**src/rtl/alu_flag_gen.sv**
```systemverilog
// Multi-cycle ALU: single-cycle ADD/SUB/AND/NOR, bit-serial shifts and rotates.
// Result and Z/V/N flags are registered and only change on entry to DONE.
module alu_flag_gen #(
  parameter int WIDTH = 16,
  parameter int SHW   = 4
) (
  input  logic             clk,
  input  logic             rst,
  input  logic             start,
  input  logic [2:0]       op,
  input  logic [WIDTH-1:0] a,
  input  logic [WIDTH-1:0] b,
  input  logic [SHW-1:0]   shamt,
  output logic             busy,
  output logic             done,
  output logic [WIDTH-1:0] result,
  output logic             z,
  output logic             v,
  output logic             n
);

  typedef enum logic [1:0] {IDLE, SHIFT, DONE} state_e;

  state_e           state_q, state_d;
  logic [1:0]       shop_q, shop_d;
  logic [WIDTH-1:0] work_q, work_d;
  logic [SHW-1:0]   cnt_q, cnt_d;
  logic [WIDTH-1:0] res_q, res_d;
  logic             z_q, z_d, v_q, v_d, n_q, n_d;

  logic [WIDTH-1:0] sum, diff, alu_res, step, load_val;
  logic             alu_v, load_v, load_en;

  always_comb begin
    sum  = a + b;
    diff = a - b;
    alu_res = sum;
    alu_v   = 1'b0;
    case (op[1:0])
      2'b00: begin
        alu_res = sum;
        alu_v   = (a[WIDTH-1] == b[WIDTH-1]) && (sum[WIDTH-1] != a[WIDTH-1]);
      end
      2'b01: begin
        alu_res = diff;
        alu_v   = (a[WIDTH-1] != b[WIDTH-1]) && (diff[WIDTH-1] != a[WIDTH-1]);
      end
      2'b10:   alu_res = a & b;
      default: alu_res = ~(a | b);
    endcase
  end

  // One bit position per SHIFT cycle on the working register.
  always_comb begin
    case (shop_q)
      2'b00:   step = {work_q[WIDTH-2:0], 1'b0};
      2'b01:   step = {1'b0, work_q[WIDTH-1:1]};
      2'b10:   step = {work_q[WIDTH-1], work_q[WIDTH-1:1]};
      default: step = {work_q[0], work_q[WIDTH-1:1]};
    endcase
  end

  always_comb begin
    state_d  = state_q;
    shop_d   = shop_q;
    work_d   = work_q;
    cnt_d    = cnt_q;
    load_en  = 1'b0;
    load_val = '0;
    load_v   = 1'b0;
    case (state_q)
      SHIFT: begin
        work_d = step;
        cnt_d  = cnt_q - SHW'(1);
        if (cnt_q == SHW'(1)) begin
          load_en  = 1'b1;
          load_val = step;
          state_d  = DONE;
        end
      end
      default: begin
        if (start) begin
          shop_d = op[1:0];
          if (!op[2]) begin
            load_en  = 1'b1;
            load_val = alu_res;
            load_v   = alu_v;
            state_d  = DONE;
          end else if (shamt == '0) begin
            load_en  = 1'b1;
            load_val = a;
            state_d  = DONE;
          end else begin
            work_d  = a;
            cnt_d   = shamt;
            state_d = SHIFT;
          end
        end else begin
          state_d = IDLE;
        end
      end
    endcase
    res_d = res_q;
    z_d   = z_q;
    v_d   = v_q;
    n_d   = n_q;
    if (load_en) begin
      res_d = load_val;
      z_d   = (load_val == '0);
      v_d   = load_v;
      n_d   = load_val[WIDTH-1];
    end
  end

  always_ff @(posedge clk or posedge rst) begin
    if (rst) begin
      state_q <= IDLE;
      shop_q  <= '0;
      work_q  <= '0;
      cnt_q   <= '0;
      res_q   <= '0;
      z_q     <= 1'b0;
      v_q     <= 1'b0;
      n_q     <= 1'b0;
    end else begin
      state_q <= state_d;
      shop_q  <= shop_d;
      work_q  <= work_d;
      cnt_q   <= cnt_d;
      res_q   <= res_d;
      z_q     <= z_d;
      v_q     <= v_d;
      n_q     <= n_d;
    end
  end

  assign busy   = (state_q == SHIFT);
  assign done   = (state_q == DONE);
  assign result = res_q;
  assign z      = z_q;
  assign v      = v_q;
  assign n      = n_q;

endmodule

```
**config.mk**
```make
export PLATFORM = sky130hd
export DESIGN_NAME = alu_flag_gen
export DESIGN_NICKNAME = d
export VERILOG_FILES = /design/src/rtl/alu_flag_gen.sv
export SDC_FILE = /design/constraint.sdc
export NUM_CORES = 1
export LEC_CHECK = 0
export CAP_MARGIN = 25
export CELL_PAD_IN_SITES_DETAIL_PLACEMENT = 0
export CELL_PAD_IN_SITES_GLOBAL_PLACEMENT = 1
export CORE_UTILIZATION = 42
export CTS_CLUSTER_DIAMETER = 80
export CTS_CLUSTER_SIZE = 10
export DETAILED_ROUTE_END_ITERATION = 7
export PLACE_DENSITY_LB_ADDON = 0.08
export SYNTH_ARGS = -nofsm -noshare
export SYNTH_HDL_FRONTEND = slang
export SYNTH_SLANG_ARGS = --single-unit
```
**constraint.sdc**
```tcl
create_clock -name clk -period 3.2 [get_ports clk]
set_input_delay 0.64 -clock clk [delete_from_list [all_inputs] [get_ports clk]]
set_output_delay 0.64 -clock clk [all_outputs]
set_load 0.02 [all_outputs]
```
### Yosys cells after proc, flatten, opt, wreduce, memory -nomap -nowiden

Index checks and enable logic that the tools add are counted.

| cells by class | value |
|---|---|
| add/subtract/negate cells | 3 |
| multiply operators | 0 |
| divide/modulo/power cells | 0 |
| order comparisons | 0 |
| eq/ne operators | 13 |
| shifts and indexed selects | 0 |
| muxes and demuxes | 29 |
| bitwise logic cells | 4 |
| reductions and logical operators | 10 |

Operators with widths:

| operator | number |
|---|---|
| $mux 16 | 9 |
| $pmux 16 s3 | 2 |
| $add 16x16->16 | 1 |
| $and 16x16->16 | 1 |
| $logic_not 16->1 | 1 |
| $mux 4 | 4 |
| $not 16->16 | 1 |
| $or 16x16->16 | 1 |
| $sub 16x16->16 | 1 |
| $mux 2 | 5 |
| $mux 1 | 8 |
| $eq 2x1->1 const B | 3 |
| $eq 2x2->1 const B | 3 |
| $eq 4x1->1 const B | 1 |
| $logic_not 2->1 | 2 |
| $logic_not 4->1 | 1 |
| $reduce_bool 2->1 | 2 |
| $sub 4x1->4 const B | 1 |
| $ne 1x1->1 | 3 |
| $reduce_and 3->1 | 1 |
| $logic_and 1x1->1 | 2 |
| $ne 2x1->1 const B | 1 |
| $ne 2x2->1 const B | 1 |
| $pmux 1 s2 | 1 |
| other kinds (3) | 3 |

| storage, ports and cells | value |
|---|---|
| flip-flop bits (word level) | 43 |
| latch bits | 0 |
| RAM bits | 0 |
| bits in read-only memories | 0 |
| bits of input ports | 42 |
| output and inout bits | 21 |
| logic and storage cells | 67 |
| memories kept | 0 |

### Depth between registers and ports, before layout

| logic depth | value |
|---|---|
| depth after elaboration | 7 |
| gate-level depth with buffers | 13 |
| gate-level depth less buffers | 13 |

### Worst setup path before layout

No wires, ideal clock.

| timing path | value |
|---|---|
| path kind | input to register |
| start | input port a[0] |
| end | register z_q, in the netlist z |
| setup time | 0.092 ns |
| data arrival time | 2.889 ns |
| required time | 3.108 ns |
| path slack | 0.220 ns |
| stages | 13 |
| path buffers | 0 |
| path through | inv_1 -> ha_1 -> inv_1 -> fa_1 -> nor2b_1 -> o21ai_1 -> a31oi_1 -> or4_1 -> nand3_1 -> o211ai_2 -> nor4_2 -> nand4_1 -> o31ai_2 |

| on the way | value |
|---|---|
| word-level cells in the longest chain between the ends | 7 |
| elaborated cells between the ends (all ways) | 11 |
| those cells by class | add/sub: 2; mux: 5; bitwise: 3; reduce/logical: 1 |

Ends and longest elaborated chain:

| element | line | text |
|---|---|---|
| from (decl) | 11 | `input logic [WIDTH-1:0] a,` |
| branches (longest 3 deep; another with $sub 16x16->16) | n/a |  |
| $mux 16 * | 84 | `if (!op[2]) begin` |
| $mux 16 * | 82 | `if (start) begin` |
| $mux 16 * | 71 | `case (state_q)` |
| $logic_not 16->1 * | 109 | `z_d = (load_val == '0);` |
| to (signal assigned) | 131 | `z_q <= z_d;` |
| to (decl) | 29 | `logic z_q, z_d, v_q, v_d, n_q, n_d;` |

Mark *: on every way between the ends.
A chain may end at the register's enable or synchronous reset.

### Worst setup path in the final report

| timing path | value |
|---|---|
| start | input port b[7] |
| end | register res_q[14], in the netlist result[14] |

| on the way | value |
|---|---|
| word-level cells in the longest chain between the ends | 5 |
| elaborated cells between the ends (all ways) | 6 |
| those cells by class | add/sub: 2; mux: 4 |

Ends and longest elaborated chain:

| element | line | text |
|---|---|---|
| from (decl) | 12 | `input logic [WIDTH-1:0] b,` |
| $sub 16x16->16 or $add 16x16->16 (tied branches) | 36, 35 |  |
| $pmux 16 s3 * | 39 | `case (op[1:0])` |
| $mux 16 * | 84 |  |
| $mux 16 * | 82 |  |
| $mux 16 * | 71 |  |
| to (signal assigned) | 130 | `res_q <= res_d;` |
| to (decl) | 28 | `logic [WIDTH-1:0] res_q, res_d;` |

Every way passes the cells marked *; elsewhere a longest branch is shown, timed or not.

==> flow_summary.toml <==
[outcome]
status = "complete, no violations"

[worst_hold_path]
whs_endpoint = "v"
holdPathStages = 2
hp-class = "reg2reg"
min-delay-start = "v"

[timing]
timing.final.crit_share = 0.9731
fin_ws_ns = 0.08598
tns_ns = 0
clock.fmax_ghz = 0.3211
skew_ns = 0.005758
holdWs_ns = 0.4874
period_needed_ns = 3.114
relSlewSlack = 0.5171
finalMaxSlewViolations = 0
setup_viol_count_final = 0
hold_viol_final = 0
tightest_slew_ns = 0.7229

[clocking]
clkSinkCount = 42
cts_buffers = 5
root_buffer = "clkbuf_8"
cts_tree = "done"
path_clk_slew_ns = 0.07
hold_buffers = 0
clockBufferDepth = 2
clk_latency_ns = 0.29
htree_levels = 2

[die]
core_area_um2 = 10890
fp.dieH_um = 107.8
start_util = 0.4321
die_w_um = 107.8
pin_count = 63
rows = 38
fp.dieArea_um2 = 11630

[drt]
wl_per_cell_um = 16.94
drtIter0Drc = 238
route.detailed.drc = 0
first_pass_iters = 5
ant_nets = 0
routed_wl_um = 15820
num_vias = 5096
viasPerCell = 5.456

[setup_path]
reg2reg_from = "state_q[1]"
critPathLaunchType = "input port"
end_kind = "flop"
rrSetupSlack_ns = 0.59
arrival_ns = 3.29
regToRegEndpoint = "z"
r2r_cells = 11
cp.required_ns = 3.38
worstPathMaxFanout = 3
crit_type = "in2reg"

[cells_and_area]
final_cells = 934
fin_util = 0.6388
syn_to_final_growth_pct = 47.85
fin_area_um2 = 6955
drive_gt1_frac = 0.3149
fin_nets = 890
num_antenna_cells = 0

[logic_synthesis]
synth_xor_area_frac = 0.03351
synth_area_leaders = "dfrtp_1 (22%), ha_1 (14%), a21oi_1 (5.7%)"
synthMuxAreaShare = 0.06489
synthDistinctLibCells = 69
yosysSeqAreaShare = 0.2234
synth_nets = 702
synth_top_area_frac = 0.2234
synth_top_family_by_area = "compound AO/OA/AOI/OAI gates"
yosysTopAreaCell = "dfrtp_1"
synth.avg_cell_area_um2 = 7.763
async_reset_ff_frac = 1.000
synth_most_common_cell = "nand2_1"
synthSimpleGateAreaFrac = 0.2255
ys.flop_type = "dfrtp_1"
synthTopCellsByCount = "nand2_1 (68), a21oi_1 (54), ha_1 (52), inv_1 (50), nor2_1 (44)"
synth_seq_cells = 42
synthAdderAreaFrac = 0.1468
synthCells = 606
synthesis.area_um2 = 4705
synth-edff-count = 0
synth_warnings = 0
synth-compound-area-share = 0.2271

[pwr]
powerDensity_nw_per_um2 = 522.2
total_power_mw = 3.632
vdd_drop_max_v = 0.0005262
cellLeakagePower_nw = 3.341

[place]
dp_hpwl_um = 12390
pre_cts_ws_ns = -0.5929
port_buffers = 62
postPlaceCellArea_um2 = 6355
place_inst = 908
place_congestion = 0.8822

[global_route]
grt_max_degree = 43
grt_pass1_wl_um = 25100
grt_usage = 0.2773
grt_antenna_before_repair = 0
overflow = 0
grt_pass1_vias = 4945

[job]
cap_violations = 0
[where the power goes]
part	total [mW]	internal, mW	switching, mW
sequential	1.00	0.800	0.200
combinational	2.31	1.10	1.21
clock	0.324	0.147	0.177
total	3.63	2.04	1.59
[timing repair]
item	4_1_cts	5_1_grt
pin swaps	18	29
gates cloned	0	0
endpoints found under the hold margin	0	0
buffers inserted	11	8
setup endpoints to repair	6	8
resized for setup	47	66
[worst max-delay path, stage by stage]
cell	delay, ns
clkdlybuf4s50_1	0.49
inv_2	0.06
buf_4	0.12
ha_1	0.18
nor3b_1	0.16
o31ai_2	0.30
inv_1	0.11
o311ai_1	0.28
o21ai_1	0.15
xnor2_1	0.16
a211oi_2	0.25
buf_4	0.14
buf_4	0.09
buf_4	0.09
a21oi_1	0.05
[cell type report]
type                       count  area [um2]
inverter                      51       191.4
sequential                    42        1051
tap                          140       175.2
multi-input combinational    477        3626
timing repair buffer         217        1833
fill                         991        3933
clock buffer                   5       68.82
clock inverter                 2       10.01
[worst max path at each step]
stage,slack [ns],endpoint,cells past startpoint,from
6_report,0.09,result[14],15,b[7]
2_1_floorplan,0.22,z,13,a[0]
3_3_place_gp,-0.46,z,13,b[0]
3_5_place_dp,-0.59,z,13,a[0]
4_1_cts,0.001,z,14,a[5]
5_1_grt,-0.06,z,13,a[9]
[placed cells by master, fill, tap and decap left out, types with 5 or more instances in the layout]
cell             synthesis  final
clkdlybuf4s50_1          0     46
dfrtp_1                 42     42
nor3_1                  18     13
nor3b_1                  6      6
ha_2                     0      6
xor2_1                  10     10
buf_4                    5    149
nor2b_1                  9      6
ha_1                    52     38
buf_6                    1      5
xnor2_1                  8      8
o21ai_1                 10      5
nor3_2                   1      6
mux2i_1                 26     26
a21oi_1                 54     51
nand2b_1                12     11
a21o_1                   7      7
inv_2                    1     14
or3_1                    8      8
and3_1                  16     16
o22ai_1                  6      6
nand3_1                  7      5
o21ai_0                 32     24
inv_1                   50     37
dlymetal6s2s_1           0     12
nand2_1                 68     68
nor2_1                  44     43
clkbuf_8                 0      5
ha_4                     0      8
o21ai_2                  0     12
[state kept, by name, summed over array words and instances (netlist names)]
name	count
result	16
work_q	16
cnt_q	4
state_q	2
v	1
z	1
shop_q	2
[per-layer routing]
| layer | global-route usage | wire (um) |
|---|---|---|
| met3 | 0.01937 | 603 |
| met5 | 0 | 0 |
| met2 | 0.4652 | 7590 |
| met1 | 0.3862 | 7419 |
| met4 | 0.06262 | 205 |
[kinds of logic (layout without fill, tap and decap cells)]
group,after synthesis,in the layout
multiplexers,29,29
adder cells (fa/ha/maj),54,54
buffers and inverters,87,275
flip-flops,42,42
XOR/XNOR,18,18
AO/OA/AOI/OAI,164,164
AND/OR/NAND/NOR,212,212
Power figures use the tool's default switching activity.
==> RTL change 1 (config.mk and constraints unchanged) <==
Register the outputs `busy` and `done`, with the module's reset; this adds one clock of latency there. The other outputs are not delayed to match.
--- a/src/rtl/alu_flag_gen.sv
+++ b/src/rtl/alu_flag_gen.sv
@@ -135,6 +135,13 @@
   end
 
-  assign busy   = (state_q == SHIFT);
-  assign done   = (state_q == DONE);
+  always_ff @(posedge clk or posedge rst) begin
+    if (rst) begin
+      busy <= '0;
+      done <= '0;
+    end else begin
+      busy <= (state_q == SHIFT);
+      done <= (state_q == DONE);
+    end
+  end
   assign result = res_q;
   assign z      = z_q;
Function: changed (Yosys sat finds a counterexample within 4 cycles, from zero or initial values and one cycle with rst high).
==> RTL change 1 against the original RTL <==
Power decreased by 6.4%; sequential cell count increased by 2; cell count decreased by 5.4%; cell area decreased by 3.8%; routed wire length decreased by 9.3%; synthesized cell count decreased by 5.9%; setup slack improved by 0.021 ns; synthesized area decreased by 3.4%; critical path type unchanged; critical endpoint is now z.
==> RTL change 1: results <==
export IMPL_buf_share=0.252
export IMPL_gp_congestion=0.881
export IMPL_arrival_ns=3.34
export IMPL_clock_area_frac=0.0144
export IMPL_multi_input_gates=442
export IMPL_dp_slack_ns=-0.721
export IMPL_syn_area_per_cell_um2=7.98
export IMPL_grt_pass1_wl_mm=23.2
export IMPL_num_vias=4740
export IMPL_synth_area_leaders="dfrtp_1 24%, ha_1 14%, mux2i_1 6.4%, nand2_1 6.1%, a21oi_1 5.3%"
export IMPL_grt_max_degree=32
export IMPL_seq_area_mm2=0.00110
export IMPL_ys_seq_area_frac=0.242
export IMPL_multi_input_area_share=0.514
export IMPL_p_leak_nw=3.11
export IMPL_wl_per_cell_um=16.2
export IMPL_drt_iter0_drc=274
export IMPL_dr_pass1_iters=7
export IMPL_p_sw_mw=1.44
export IMPL_reg2reg_slack_ns=0.50
export IMPL_vias_per_cell=5.36
export IMPL_inverters_excl_clock=52
export IMPL_n_sequential_cell=44
export IMPL_hpwl_mm=11.4
export IMPL_yosysUniqueCellTypes=70
export IMPL_holdPathEnd="done"
export IMPL_whs_path_depth=1
export IMPL_final_nets=844
export IMPL_synth_nets=666
export IMPL_nFillCells=918
export IMPL_nClkBuffers=7
export IMPL_holdWs_ns=0.441
export IMPL_cp_max_fo=6
export IMPL_fmax_mhz=323
export IMPL_critical_path_startpoint="b[8]"
export IMPL_path_delay_family="simple AND/OR/NAND/NOR gates"
export IMPL_min_delay_start="state_q[0]"
export IMPL_status="finished, final reports clean"
export IMPL_synth_compound_area_frac=0.240
export IMPL_p_per_area_mw_per_mm2=508
export IMPL_synthMuxAreaShare=0.0861
export IMPL_p_total_mw=3.40
export IMPL_powerClk_uw=372
export IMPL_slew_headroom=0.488
export IMPL_synth_xor_area_frac=0.0308
export IMPL_grt_pass1_vias=4587
export IMPL_r2r_cells=9
export IMPL_post_place_cells=863
export IMPL_critPathSlowestCell="clkdlybuf4s50_1"
export IMPL_drive_above_1_share=0.320
export IMPL_drc=0
export IMPL_n_all_buffers=203
export IMPL_synth_fa_ha_area_frac=0.152
export IMPL_synthTopCellsByCount="74 x nand2_1, 52 x ha_1, 51 x inv_1"
export IMPL_vdd_drop_max_v=0.000341
export IMPL_grt_usage=0.261
export IMPL_place_area_mm2=0.00615
export IMPL_finClkSkew_ns=0.0102
## RTL change 1: changes by cell type after synthesis, moves of 6 or more
cell	before	now
xnor2_1	8	14
nor3_1	18	8
xor2_1	10	2
a21oi_1	54	48
nand2b_1	12	6
nor2_1	44	31
nand2_1	68	74
and3_1	16	1
o21ai_0	32	45
## RTL change 1: cells by family after synthesis
group | Yosys count
buffers and inverters | 84
adders and majority gates | 54
xor gates and xnor gates | 16
AOI/OAI and AO/OA | 168
DFF | 44
and+or+nand+nor | 167
muxes | 37
## RTL change 1: timing repair
action	CTS	global route
pin swaps	17	28
gates resized for setup	57	41
endpoints found under the hold margin	0	0
endpoints found under the setup margin	9	7
cloned	0	0
setup buffers	10	4
## RTL change 1: per-layer routing
layer	wire length, um	vias up	track usage
met5	0	-	0
met4	174	0	0.0575
met3	583	13	0.0227
met2	6590	122	0.426
met1	7000	2242	0.374
li1	-	2363	-
==> RTL change 2 (same flow settings) <==
Made on the original files. `SHW`: 4 -> 8.
--- a/src/rtl/alu_flag_gen.sv
+++ b/src/rtl/alu_flag_gen.sv
@@ -3,5 +3,5 @@
 module alu_flag_gen #(
   parameter int WIDTH = 16,
-  parameter int SHW   = 4
+  parameter int SHW   = 8
 ) (
   input  logic             clk,
Ports: changed (resized shamt); port bits go from 63 to 67. The function was not compared with the original's and may differ.
==> RTL change 2 against the original RTL <==
The flow now finishes with violations (setup timing); synthesized area rose by 3.1%; sequential cell count rose by 4; routed wire length rose by 12%; sequential power rose by 6%; cell area rose by 11%; setup slack got worse by 0.32 ns; power rose by 7.7%; critical endpoint is now z.
==> RTL change 2: results <==
export IMPL_grt_usage=0.300
export IMPL_hpwl_mm=13.7
export IMPL_nFillCells=896
export IMPL_htreeDepth=2
export IMPL_final_nets=948
export IMPL_reg2reg_slack_ns=0.21
export IMPL_critPathCaptureType="flop"
export IMPL_slew_headroom=0.491
export IMPL_dr_pass1_iters=7
export IMPL_port_buffers=66
export IMPL_path_clk_slew_ns=0.06
export IMPL_vdd_drop_max_v=0.000604
export IMPL_rr_startpoint="shop_q[1]"
export IMPL_critical_path_startpoint="b[1]"
export IMPL_synth_area_leaders="dfrtp_1 24%, ha_1 13%, nand2_1 5.3%, a21oi_1 5.2%, inv_1 4.0%"
export IMPL_antenna_found_initial=1
export IMPL_synth_nets=697
export IMPL_dp_slack_ns=-0.925
export IMPL_finClkSkew_ns=0.00463
export IMPL_drt_iter0_drc=349
export IMPL_drive_above_1_share=0.383
export IMPL_vias_per_cell=5.54
export IMPL_async_reset_ff_frac=1.00
export IMPL_p_leak_nw=3.76
export IMPL_yosysUniqueCellTypes=79
export IMPL_place_area_mm2=0.00687
export IMPL_maxSlewViolCount=0
export IMPL_status="complete, but fails checks"
export IMPL_r2r_cells=11
export IMPL_endpoint="z"
export IMPL_gp_congestion=0.920
export IMPL_setup_viol=2
export IMPL_wl_mm=17.8
export IMPL_violations="setup timing"
export IMPL_grt_pass1_wl_mm=27.5
export IMPL_cp_max_fo=4
export IMPL_arrival_ns=3.64
export IMPL_yosys_warnings=0
export IMPL_grt_pass1_vias=5409
export IMPL_setup_slack_ns=-0.236
export IMPL_intPower_mw=2.27
export IMPL_cts_root_buf="clkbuf_16"
export IMPL_grt_max_degree=47
export IMPL_hp_class="flop to flop"
export IMPL_synthTopCellsByCount="68 x nand2_1, 52 x ha_1, 52 x inv_1"
export IMPL_ys_seq_area_frac=0.237
RTL change 2: worst max-delay path, cell delays in order:
cell	delay (ns)
buf_8	0.08
clkinvlp_4	0.12
buf_6	0.14
fa_1	0.44
mux4_2	0.46
mux2_4	0.28
a22oi_2	0.18
nand4b_1	0.21
nor4_4	0.33
nand4b_1	0.14
or4_4	0.43
o31ai_2	0.17
RTL change 2: area by class of cell:
type	instances	share of cell area
Timing Repair Buffer	276	0.300
Multi-Input combinational cell	465	0.482
Antenna cell	1	0.000324
Tap cell	140	0.0227
Sequential cell	46	0.149
Clock inverter	1	0.000647
Clock buffer	7	0.0184
Inverter	54	0.0270
RTL change 2: power by group through the flow:
stage	clock (mW)	sequential, mW	combinational (mW)
global route	0.561	1.09	2.53
floorplan	0	1.15	1.13
CTS	0.529	1.05	2.27
finish	0.525	1.06	2.33
detailed placement	0	1.06	2.16
global placement	0	1.05	2.11
RTL change 2: worst min path at each step:
stage,from,endpoint,slack [ns],cells past startpoint
after CTS,result[2],result[2],0.50,1
final,v,v,0.49,2
after global placement,result[2],result[2],0.46,1
after detailed placement,v,v,0.48,2
after floorplan,cnt_q[6],cnt_q[6],0.48,1
after global routing,z,z,0.51,2
RTL change 2: metrics by stage:
step	TNS, ns	util	instances
after floorplan	-0.0202	-	597
after global placement	-4.21	0.623	947
after detailed placement	-4.79	0.623	947
after CTS	-0.637	0.682	985
after global routing	-0.564	0.701	989
final	-0.249	0.701	990
RTL change 2: what timing repair did:
item                       CTS  global route
gates cloned                 0             0
hold endpoints to repair     0             0
buffers inserted            30             8
gates resized for setup    101            54
setup endpoints to repair    8             6
pin swaps                   36            27
RTL change 2: metal layers:
| layer | GRT usage | vias to the layer above | routed length, um |
|---|---|---|---|
| met5 | 0 | - | 0 |
| met4 | 0.0829 | 0 | 303 |
| met3 | 0.0302 | 25 | 921 |
| met2 | 0.505 | 203 | 8570 |
| met1 | 0.408 | 2619 | 7970 |
| li1 | - | 2639 | - |
RTL change 2: kinds of logic after synthesis:
| group | Yosys count | synth area share |
|---|---|---|
| mux | 25 | 0.0557 |
| buf+inv | 86 | 0.0792 |
| simple gates | 191 | 0.200 |
| fa+ha+maj | 54 | 0.142 |
| compound gates | 175 | 0.249 |
| flops | 46 | 0.237 |
| xor+xnor | 20 | 0.0361 |
